### src/rtl/bus_irq_pkg.sv
// Shared constants and types for the bus interrupt controller.
package bus_irq_pkg;
  localparam int          NSRC      = 8;
  localparam logic [15:0] BASE      = 16'hFE00;
  localparam logic [7:0]  VECT_NONE = 8'h80;

  localparam logic [2:0] OFF_PEND  = 3'd0;
  localparam logic [2:0] OFF_MASK  = 3'd1;
  localparam logic [2:0] OFF_EDGE  = 3'd2;
  localparam logic [2:0] OFF_POL   = 3'd3;
  localparam logic [2:0] OFF_VECT  = 3'd4;
  localparam logic [2:0] OFF_SWSET = 3'd5;

  typedef struct packed {
    logic       rd;
    logic       wr;
    logic [2:0] off;
    logic [7:0] data;
  } bus_req_t;

  // Lowest-numbered set bit wins; VECT_NONE when nothing is set.
  function automatic logic [7:0] vect_enc(input logic [NSRC-1:0] v);
    logic [7:0] r;
    r = VECT_NONE;
    for (int i = NSRC - 1; i >= 0; i--)
      if (v[i]) r = {5'd0, 3'(i)};
    return r;
  endfunction
endpackage

### src/rtl/bus_irq_ctrl_if.sv
// CPU-side register bus of the interrupt controller.
interface bus_irq_ctrl_if;
  logic [15:0] AB;
  logic        WE;
  logic [7:0]  DO;
  logic [7:0]  DB;
  logic        hit;

  modport master (output AB, WE, DO, input DB, hit);
  modport slave  (input AB, WE, DO, output DB, hit);
endinterface

### src/rtl/irq_sync.sv
// One source lane: 2-flop synchronizer, polarity flip and rising-edge detect.
module irq_sync (
  input  logic clk,
  input  logic reset,
  input  logic src,
  input  logic pol,
  input  logic en,
  input  logic reload,
  output logic act,
  output logic rise
);
  logic s1, s2, prev;

  always_ff @(posedge clk) begin
    if (reset) begin
      s1   <= 1'b0;
      s2   <= 1'b0;
      prev <= 1'b0;
    end else begin
      s1   <= src;
      s2   <= s1;
      prev <= act;
    end
  end

  assign act = s2 ^ pol;
  // History is stale while the synchronizer fills or right after a config change.
  assign rise = en & ~reload & act & ~prev;
endmodule

### src/rtl/bus_irq_ctrl.sv
// Memory-mapped interrupt controller: pending/mask/edge/polarity regs and a vector read.
module bus_irq_ctrl
  import bus_irq_pkg::*;
(
  input  logic            clk,
  input  logic            reset,
  input  logic [NSRC-1:0] src,
  output logic            irq,
  bus_irq_ctrl_if.slave   bus
);
  localparam int STAGES = 2;

  logic [STAGES:0]  vld_pipe;
  bus_req_t         req;
  logic             sel, ack;
  logic [NSRC-1:0]  pend, mask, edge_mode, pol, act, rise, reload_q;
  logic [NSRC-1:0]  cfg_chg, set_v, clr_v, ack_mask, pend_n;
  logic [7:0]       vect, rdata;

  assign sel      = bus.AB[15:3] == BASE[15:3];
  assign req.rd   = sel & ~bus.WE;
  assign req.wr   = sel & bus.WE;
  assign req.off  = bus.AB[2:0];
  assign req.data = bus.DO;

  irq_sync u_sync [NSRC-1:0] (
    .clk    (clk),
    .reset  (reset),
    .src    (src),
    .pol    (pol),
    .en     (vld_pipe[STAGES]),
    .reload (reload_q),
    .act    (act),
    .rise   (rise)
  );

  assign vect     = vect_enc(pend & mask);
  assign ack      = req.rd && req.off == OFF_VECT && !vect[7];
  assign ack_mask = ack ? (NSRC'(1) << vect[2:0]) : '0;

  always_comb begin
    cfg_chg = '0;
    if (req.wr && req.off == OFF_EDGE) cfg_chg = req.data ^ edge_mode;
    if (req.wr && req.off == OFF_POL)  cfg_chg = req.data ^ pol;
  end

  assign set_v = rise | ((req.wr && req.off == OFF_SWSET) ? req.data : '0);
  assign clr_v = ((req.wr && req.off == OFF_PEND) ? req.data : '0) | ack_mask;
  // Level bits mirror act; edge bits hold with set beating clear.
  assign pend_n = ~cfg_chg & ((~edge_mode & act) |
                              (edge_mode & (set_v | (pend & ~clr_v))));

  always_comb begin
    case (req.off)
      OFF_PEND: rdata = pend;
      OFF_MASK: rdata = mask;
      OFF_EDGE: rdata = edge_mode;
      OFF_POL:  rdata = pol;
      OFF_VECT: rdata = vect;
      default:  rdata = 8'h00;
    endcase
  end

  always_ff @(posedge clk) begin
    if (reset) begin
      vld_pipe  <= '0;
      pend      <= '0;
      mask      <= '0;
      edge_mode <= '0;
      pol       <= '0;
      reload_q  <= '0;
      bus.DB    <= 8'h00;
      bus.hit   <= 1'b0;
      irq       <= 1'b0;
    end else begin
      vld_pipe <= {vld_pipe[STAGES-1:0], 1'b1};
      pend     <= pend_n;
      reload_q <= cfg_chg;
      if (req.wr) begin
        case (req.off)
          OFF_MASK: mask      <= req.data;
          OFF_EDGE: edge_mode <= req.data;
          OFF_POL:  pol       <= req.data;
          default: ;
        endcase
      end
      bus.DB  <= req.rd ? rdata : 8'h00;
      bus.hit <= req.rd;
      irq     <= |(pend & mask);
    end
  end
endmodule
### src/flat_wrapper.sv
// flat-port wrapper written by rule: the top's interface ports become plain ports
module bus_irq_ctrl_flat import bus_irq_pkg::*;
  (clk, reset, src, irq, bus_AB, bus_WE, bus_DO, bus_DB, bus_hit);
  bus_irq_ctrl_if bus_i ();
  input  logic clk;
  input  logic reset;
  input  logic [NSRC-1:0] src;
  output logic irq;
  input wire logic [$bits(bus_i.AB)-1:0] bus_AB;
  input wire logic [$bits(bus_i.WE)-1:0] bus_WE;
  input wire logic [$bits(bus_i.DO)-1:0] bus_DO;
  output wire logic [$bits(bus_i.DB)-1:0] bus_DB;
  output wire logic [$bits(bus_i.hit)-1:0] bus_hit;
  assign bus_i.AB = bus_AB;
  assign bus_i.WE = bus_WE;
  assign bus_i.DO = bus_DO;
  assign bus_DB = bus_i.DB;
  assign bus_hit = bus_i.hit;
  bus_irq_ctrl u_core (.clk(clk), .reset(reset), .src(src), .irq(irq), .bus(bus_i));
endmodule
### config.mk
export PLATFORM = sky130hd
export DESIGN_NAME = bus_irq_ctrl_flat
export DESIGN_NICKNAME = d
export VERILOG_FILES = /design/src/rtl/bus_irq_pkg.sv /design/src/rtl/bus_irq_ctrl_if.sv /design/src/rtl/irq_sync.sv /design/src/rtl/bus_irq_ctrl.sv /design/src/flat_wrapper.sv
export SDC_FILE = /design/constraint.sdc
export NUM_CORES = 1
export LEC_CHECK = 0
export ABC_AREA = 1
export CAP_MARGIN = 5
export CORE_ASPECT_RATIO = 0.7
export CORE_UTILIZATION = 55
export CTS_CLUSTER_DIAMETER = 120
export DETAILED_ROUTE_END_ITERATION = 12
export PLACE_DENSITY = 0.81
export SLEW_MARGIN = 25
export SYNTH_ARGS = -nofsm -noshare
export SYNTH_HDL_FRONTEND = slang
export SYNTH_HIERARCHICAL = 1
export SYNTH_SLANG_ARGS = --single-unit
### constraint.sdc
create_clock -name clk -period 1.79 [get_ports clk]
set_clock_uncertainty 0.15 [all_clocks]
set_input_delay 0.358 -clock clk [delete_from_list [all_inputs] [get_ports clk]]
set_output_delay 0.358 -clock clk [all_outputs]
set_load 0.03 [all_outputs]
==> impl_metrics.toml <==
[worst_setup_path]
criticalPathCategory = "in -> reg"
worstRegToRegCells = 10
cp_data_required_time_ns = 1.89
rrSetupSlack_ns = 0.12
cp-end-kind = "flop"
r2r-start = "u_core/pend[1]$_SDFF_PP0_"
arrival_ns = 1.83
cp_max_fo = 18
worstSetupStartpointType = "primary input"
rr_endpoint = "u_core/pend[4]$_SDFF_PP0_"

[synth]
synthCells = 548
async_flop_share_pct = 0
synth_top_area_share_pct = 41.2
yosysTopAreaCell = "dfxtp_1"
syn_area_per_cell_sq_um = 6.83
ys.flop_type = "dfxtp_1"
synthTopCellsByArea = "dfxtp_1, nand2_1, inv_1, nor2_1, a21oi_1"
synth_cell_type_count = 31
synth_seq_cells = 77
seq_area_frac_synth_pct = 41.2
synthesis.area_sq_um = 3740
syn_nets = 583
ys_warn_count = 6
synth_edf_count = 0

[clocking]
cts_root_buffer = "clkbuf_8"
cts_tree = "done"
cts_hold_buf = 0
clkTransAtPathRegs_ns = 0.09
cts.sinks = 77
cts_buffers = 9
clockBufferDepth = 2
clock_latency_ns = 0.36
cts_htree_levels = 3

[timing]
finalSetupViolations = 0
fin_crit_ns = 1.72
slew_viol_final = 0
finalHoldViolations = 0
fin_crit_sh_pct = 96.3
fin_ws_ns = 0.0662
max_freq_mhz = 580
max_slew.worst_pin.slew_ns = 0.495
setup_tns_ns = 0
slew_headroom_pct = 66.9

[floorplanning]
die_x_um = 101
die_area_sq_um = 7140
start_util_pct = 58.5
row_count = 24
die_h_um = 71.0
io_pins = 45
core_area_sq_um = 6400

[route]
wl_per_cell_um = 13.6
vias = 3835
viasPerCell = 5.22
drcViolationCount = 0
antenna_left = 0
dr.pass1.iters = 6
drt_iter0_drc = 370
finalWirelength_um = 10000

[cells_and_area]
num_antenna_cells = 0
layout-drive-gt1-share_pct = 18.0
finalNetCount = 673
syn_to_final_growth_pct = 30.8
mostFrequentLayoutCell = "nand2_1"
design_area_sq_um = 4890
final_cell_mix = "nand2_1, inv_1, nor2_1"
final_core_util_pct = 76.5

[placed_design]
post-place-ws_ns = -0.433
place.gp.congestion = 0.988
place_area_sq_um = 4510
dp_hpwl_um = 7080
io_buffers = 44

[grt]
busiest_layer = "met2"
grt_pass1_wl_um = 16100
met2_usage_pct = 48.9
grt_pass1_vias = 3636
antenna_found_initial = 0
grt_use_met3_pct = 8.79
grtUsageMet1_pct = 35.2
grt.total_usage_pct = 29.0
grt_max_degree = 22
overflow = 0

[power]
ir_worst_vdd_uv = 410
pwr_density_cell_nw_per_um2 = 724
cellLeakagePower_uw = 0.00238

[job]
max_cap_viol_count = 0

[min_path]
hp-start = "reset"
whs_path_depth = 2
hold_path_class = "in -> reg"
holdPathEnd = "u_core/u_sync[4]/s2$_SDFF_PP0_"

[outcome]
status = "completed"
[what timing repair did]
action                                 CTS  global route
setup endpoints to repair               21            21
buffers inserted                         2             7
pin swaps                                1             9
gates resized for setup                 22            36
endpoints found under the hold margin    0             0
[sequential cells by signal, summed over array words and instances (netlist names), 8 cells and up]
register,count
u_core/bus.DB,8
u_core/edge_mode,8
u_core/mask,8
u_core/pend,8
u_core/pol,8
u_core/reload_q,8
u_core/u_sync/prev,8
u_core/u_sync/s1,8
u_core/u_sync/s2,8
[Yosys cell counts, types with 4 or more instances]
cell type,count
a211oi_2,8
a21oi_1,32
a41oi_1,4
buf_6,5
dfxtp_1,77
inv_1,97
nand2_1,127
nand2_2,9
nand3_1,23
nand3_2,5
nor2_1,96
nor2_2,4
o21ai_0,25
xor2_1,5
[how the worst max path moves through the flow]
stage	start	end	slack, ns	depth (start not counted)
5_1_grt	u_core/pend[1]$_SDFF_PP0_	u_core/pend[4]$_SDFF_PP0_	-0.04	10
2_1_floorplan	bus_AB[4]	u_core/pend[4]$_SDFF_PP0_	0.16	11
6_report	bus_AB[1]	u_core/pend[7]$_SDFF_PP0_	0.07	10
3_5_place_dp	bus_AB[12]	u_core/pend[7]$_SDFF_PP0_	-0.43	13
3_3_place_gp	bus_AB[12]	u_core/pend[2]$_SDFF_PP0_	-0.36	13
4_1_cts	bus_AB[4]	u_core/pend[7]$_SDFF_PP0_	-0.002	12
[critical path: stages]
cell	delay, ns
clkdlybuf4s50_1	0.51
buf_4	0.14
nand3_2	0.16
nor2_8	0.19
buf_12	0.15
nand2_1	0.06
nand2_1	0.06
inv_1	0.06
nand2_1	0.10
a21oi_2	0.05
[power by group]
group	total, uW	internal (uW)	switching [uW]
combinational	277	126	152
sequential	1760	1740	15.2
clock	1510	835	676
[through the flow]
| step | std cells | hold WS [ns] | total power, uW |
|---|---|---|---|
| 6_report | 734 | 0.197 | 3540 |
| 5_1_grt | 734 | 0.181 | 3690 |
| 3_3_place_gp | 709 | 0.240 | 2060 |
| 3_5_place_dp | 709 | 0.247 | 2070 |
| 2_1_floorplan | 548 | 0.238 | 1900 |
| 4_1_cts | 727 | 0.200 | 3550 |
[logic make-up after synthesis]
group	Yosys count	synth area share [%]
compound gates	80	13.3
xor+xnor	6	1.40
buf+inv	110	12.2
flops	77	41.2
simple gates	275	31.9
[per-layer routing]
layer  routed length (um)  part of all wire [%]
met5                    0                     0
met3                  951                   9.5
met4                  227                   2.3
met1                 4160                    42
met2                 4660                    47
[final cells by class]
class	count	area (sq um)
multi-input combinational	361	1800
sequential	77	1540
fill	479	1500
timing repair buffer	89	823
inverter	100	380
clock buffer	10	138
tap	91	114
clock inverter	6	93.8
Power figures use the tool's default switching activity.
==> RTL change 1: new RTL, config.mk and constraints unchanged <==
Put one more register stage on the output `irq`, with the module's reset. The value now appears one clock later. The other outputs are not delayed to match.
--- a/src/rtl/bus_irq_ctrl.sv
+++ b/src/rtl/bus_irq_ctrl.sv
@@ -11,2 +11,4 @@
   localparam int STAGES = 2;
+
+  logic irq_s0;
 
@@ -73,3 +75,3 @@
       bus.hit   <= 1'b0;
-      irq       <= 1'b0;
+      irq_s0    <= 1'b0;
     end else begin
@@ -88,5 +90,13 @@
       bus.hit <= req.rd;
-      irq     <= |(pend & mask);
+      irq_s0  <= |(pend & mask);
     end
   end
+  always_ff @(posedge clk) begin
+    if (reset) begin
+      irq <= '0;
+    end else begin
+      irq <= irq_s0;
+    end
+  end
+
 endmodule
Behaviour: not the same (a bounded check fails within 4 cycles, from zero or initial values and one cycle with reset high).
==> RTL change 1 against the unedited design <==
- hold slack better by 56 ps
- count of clock-buffer cells in the layout unchanged
- worst setup slack worse by 25 ps
- wire length down 6.2%
- total power down 5.8%
- maximum frequency down 1.4%
- sequential cell count up 1
- first-iteration DRC count down 31%
- cell area down 3.6%
- non-clock buffer count down 1
- synthesized area down 1.7%
- critical path type is now reg -> reg
- largest cell class unchanged
==> RTL change 1: results <==
{
  "vdd_ir_drop_max_mv": 0.4996,
  "grt_max_degree": 33,
  "ys_top_cells_by_area": "dfxtp_1 (42%), nand2_1 (13%), nor2_1 (11%), inv_1 (10%), a21oi_1 (4.2%)",
  "whs_endpoint": "u_core/irq",
  "r2r-start": "u_core/pend[6]",
  "cp_slowest_cell": "dfxtp_1",
  "met2_usage": 0.4628,
  "regArea_um2": 1562,
  "fin_crit_ps": 1748,
  "finalNetCount": 676,
  "slew_headroom": 0.6665,
  "m1WireLength_mm": 4.104,
  "wl_mm": 9.384,
  "power_leakage_nw": 2.276,
  "p_per_area_nw_per_um2": 707.9,
  "hold_start": "u_core/irq_s0",
  "synthCells": 552,
  "via_count": 3690,
  "gp_congestion": 0.9287,
  "final_cells": 737,
  "grt_pass1_vias": 3365,
  "crit_fanout": 5,
  "dp.cells": 716,
  "inverters": 103,
  "synth-xor-area-share": 0.01667,
  "dp_slack_ps": -498.4,
  "holdWs_ps": 252.3,
  "hold_class": "reg -> reg",
  "final-nonclk-buf-share": 0.1641,
  "p_int_w": 0.002530,
  "globalRouteMet1Util": 0.3734,
  "dp.final_hpwl_mm": 6.697,
  "cp_top_family": "simple AND/OR/NAND/NOR gates",
  "clock_area_frac": 0.04003,
  "layout-drive-gt1-share": 0.1378,
  "p_clk_frac": 0.388,
  "status": "completed",
  "cpPeakStageDelay_ps": 360,
  "syn_nets": 587,
  "multiInputGateArea_um2": 1694,
  "rrSetupSlack_ps": 40,
  "ff2ff_path_depth": 9,
  "met2WireLength_mm": 4.398,
  "placed_area_um2": 4451,
  "r2r-end": "u_core/pend[6]",
  "grtUsageTotal": 0.2852,
  "synth_common_cells": "nand2_1 (126), nor2_1 (103), inv_1 (102)",
  "nNonClkBuffers": 88,
  "nFlopsAndLatches": 78,
  "fillers": 518,
  "worstPathArrival_ps": 1860,
  "synth_cell_type_count": 28,
  "synth_compound_area_frac": 0.1269,
  "grtUsageMet3": 0.06907,
  "first_iter_violations": 257
}
-- RTL change 1: changes by cell type after synthesis, sizes merged, moves of 2 or more --
cell,delta
nor2,+3
nand3,-2
nand2,-2
xnor2,+2
inv,+4
a31oi,+2
-- RTL change 1: worst max-delay path by stage --
stage                        start        endpoint  cells after the start
detailed placement      bus_AB[12]  u_core/pend[0]                     11
global placement        bus_AB[12]  u_core/pend[0]                     13
finish              u_core/pend[6]  u_core/pend[6]                      9
global route        u_core/pend[0]  u_core/pend[6]                     10
floorplan                bus_AB[4]  u_core/pend[3]                     11
CTS                      bus_AB[6]  u_core/pend[0]                     12
-- RTL change 1: worst min-delay path, delay by kind of cell, from the launching register on --
family | cells | cell delay (ps)
DFF | 1 | 300
buffers and inverters | 1 | 40
and+or+nand+nor | 1 | 30
-- RTL change 1: repair_timing --
item | in CTS | in global routing
cloned | 2 | 0
resized for setup | 29 | 17
setup endpoints to repair | 28 | 43
setup buffers | 2 | 1
pin swaps | 10 | 8
==> RTL change 2: new RTL, same settings <==
Made on the original files. Change the localparam `STAGES` from 2 to 1.
--- a/src/rtl/bus_irq_ctrl.sv
+++ b/src/rtl/bus_irq_ctrl.sv
@@ -10,3 +10,3 @@
 );
-  localparam int STAGES = 2;
+  localparam int STAGES = 1;
 
Formal check against the unedited RTL: not equivalent (a bounded check fails within 10 cycles, from zero or initial values and one cycle with reset high).
==> RTL change 2 against the unedited design <==
- non-clock buffer count up 10
- cell area up 0.31%
- sequential cell count decreased by 1
- synthesized cell count decreased by 6.4%
- register-to-register slack gained 30 ps
- largest power group unchanged
- total power shrank 3.7%
- wire length down 0.66%
- the flow now finishes with violations (negative setup slack)
- first-iteration DRC count down 17%
- clock power is 9% lower
- worst setup slack worse by 100 ps
- synthesized area is 0.90% lower
==> RTL change 2: results <==
{
  "grt_pass1_vias": 3492,
  "syn_nets": 548,
  "setup_viol": 7,
  "worstPathArrival_ps": 1940,
  "final_cells": 705,
  "synthCells": 513,
  "wl_mm": 9.934,
  "p_sw_w": 0.0007861,
  "r2r-end": "u_core/pend[7]",
  "layout-drive-gt1-share": 0.2199,
  "vdd_ir_drop_max_mv": 0.4773,
  "status": "finished, violations left",
  "rrSetupSlack_ps": 150,
  "drt-pass1-iter-count": 7,
  "ys_top_cells_by_area": "dfxtp_1 (41%), nand2_1 (9.8%), inv_1 (8.4%), nor2_1 (7.8%), a21oi_2 (4.5%)",
  "dp.final_hpwl_mm": 6.904,
  "grtUsageTotal": 0.2809,
  "gp_congestion": 0.9292,
  "grt_first_pass_wirelength_mm": 15.57,
  "clk_path_buf_depth": 2,
  "whs_endpoint": "u_core/u_sync[2]/s2",
  "timing.final.ws_setup_ps": -38.64,
  "synth_common_cells": "nand2_1 (97), inv_1 (83), nor2_1 (77)",
  "finalNetCount": 646,
  "synth_cell_type_count": 33,
  "antenna_found_initial": 0,
  "p_clk_frac": 0.405,
  "r2r-start": "u_core/pend[7]",
  "slew_headroom": 0.6887,
  "worstSkewPairLatency_ps": 350,
  "grt_max_degree": 18,
  "ff2ff_path_depth": 9,
  "hold_start": "u_core/u_sync[2]/s1",
  "dp.cells": 679,
  "first_iter_violations": 307,
  "power_leakage_nw": 2.331,
  "crit_fanout": 8,
  "fillers": 455,
  "routed_via_density": 5.201,
  "ys_seq_area_frac": 0.4104,
  "fin_tns_setup_ps": -98.22,
  "dp_slack_ps": -468.9,
  "failed_checks": "negative setup slack"
}
==> RTL change 2: timing repair <==
| action | 4_1_cts | 5_1_grt |
|---|---|---|
| gates resized for setup | 17 | 35 |
| buffers inserted | 0 | 12 |
| pin swaps | 0 | 11 |
| setup endpoints to repair | 20 | 42 |
==> RTL change 2: cell type report <==
| cell class | count | area [µm²] | area share |
|---|---|---|---|
| repair buffers | 99 | 930.9 | 0.1896 |
| well taps | 91 | 113.9 | 0.02319 |
| clock buffers | 10 | 127.6 | 0.02599 |
| clock inverters | 4 | 76.32 | 0.01555 |
| multi-input cells | 339 | 1805 | 0.3677 |
| inverters | 86 | 334.1 | 0.06804 |
| flip-flops and latches | 76 | 1521 | 0.3099 |
==> RTL change 2: power groups by stage <==
stage                     Clock [W]  Sequential, W  Combinational (W)
final                       0.00138        0.00173           0.000297
after global routing        0.00147        0.00174           0.000322
after CTS                   0.00140        0.00173           0.000280
after detailed placement          0        0.00177           0.000278
after global placement            0        0.00177           0.000270
after floorplan                   0        0.00177           0.000120
==> RTL change 2: how the worst max path moves through the flow <==
stage / startpoint / endpoint / depth (start not counted)
final: bus_AB[9] / u_core/bus.DB[1] / 9
after global routing: bus_AB[9] / u_core/bus.DB[4] / 9
after CTS: bus_AB[12] / u_core/pend[5] / 11
after detailed placement: bus_AB[12] / u_core/bus.DB[6] / 9
after global placement: bus_AB[10] / u_core/bus.DB[6] / 9
after floorplan: bus_AB[6] / u_core/pend[0] / 9
==> RTL change 2: layer usage <==
| layer | vias to the layer above | track usage | routed length (µm) |
|---|---|---|---|
| li1 | 1818 | - | - |
| met1 | 1658 | 0.3515 | 4330 |
| met2 | 156 | 0.4756 | 4644 |
| met3 | 35 | 0.07016 | 673 |
| met4 | 0 | 0.09340 | 285 |
| met5 | - | 0 | 0 |
==> RTL change 2: logic make-up (layout without fill, tap and decap cells) <==
logic type      after synthesis  count (layout)  share of synthesized area
xor+xnor                      7               7                    0.01654
buf+inv                      98             199                     0.1201
flops                        76              76                     0.4104
compound gates               89              89                     0.1505
simple gates                243             243                     0.3024
==> RTL change 2: stage by stage <==
stage / area [µm²] / utilization / hold slack [ps]
after global placement: 4499 / 0.7068 / 240.0
after floorplan: 3707 / - / 238.3
final: 4910 / 0.7712 / 245.9
after CTS: 4708 / 0.7396 / 238.6
after global routing: 4910 / 0.7712 / 263.5
after detailed placement: 4499 / 0.7068 / 245.0
==> RTL change 2: critical path, stage by stage <==
cell             delay (ps)
clkdlybuf4s50_1         450
nand2_1                  70
inv_2                    90
nand2_4                  60
nor2_1                   90
nand3b_1                200
nor2_2                  250
o21ai_4                 150
a41oi_1                 220
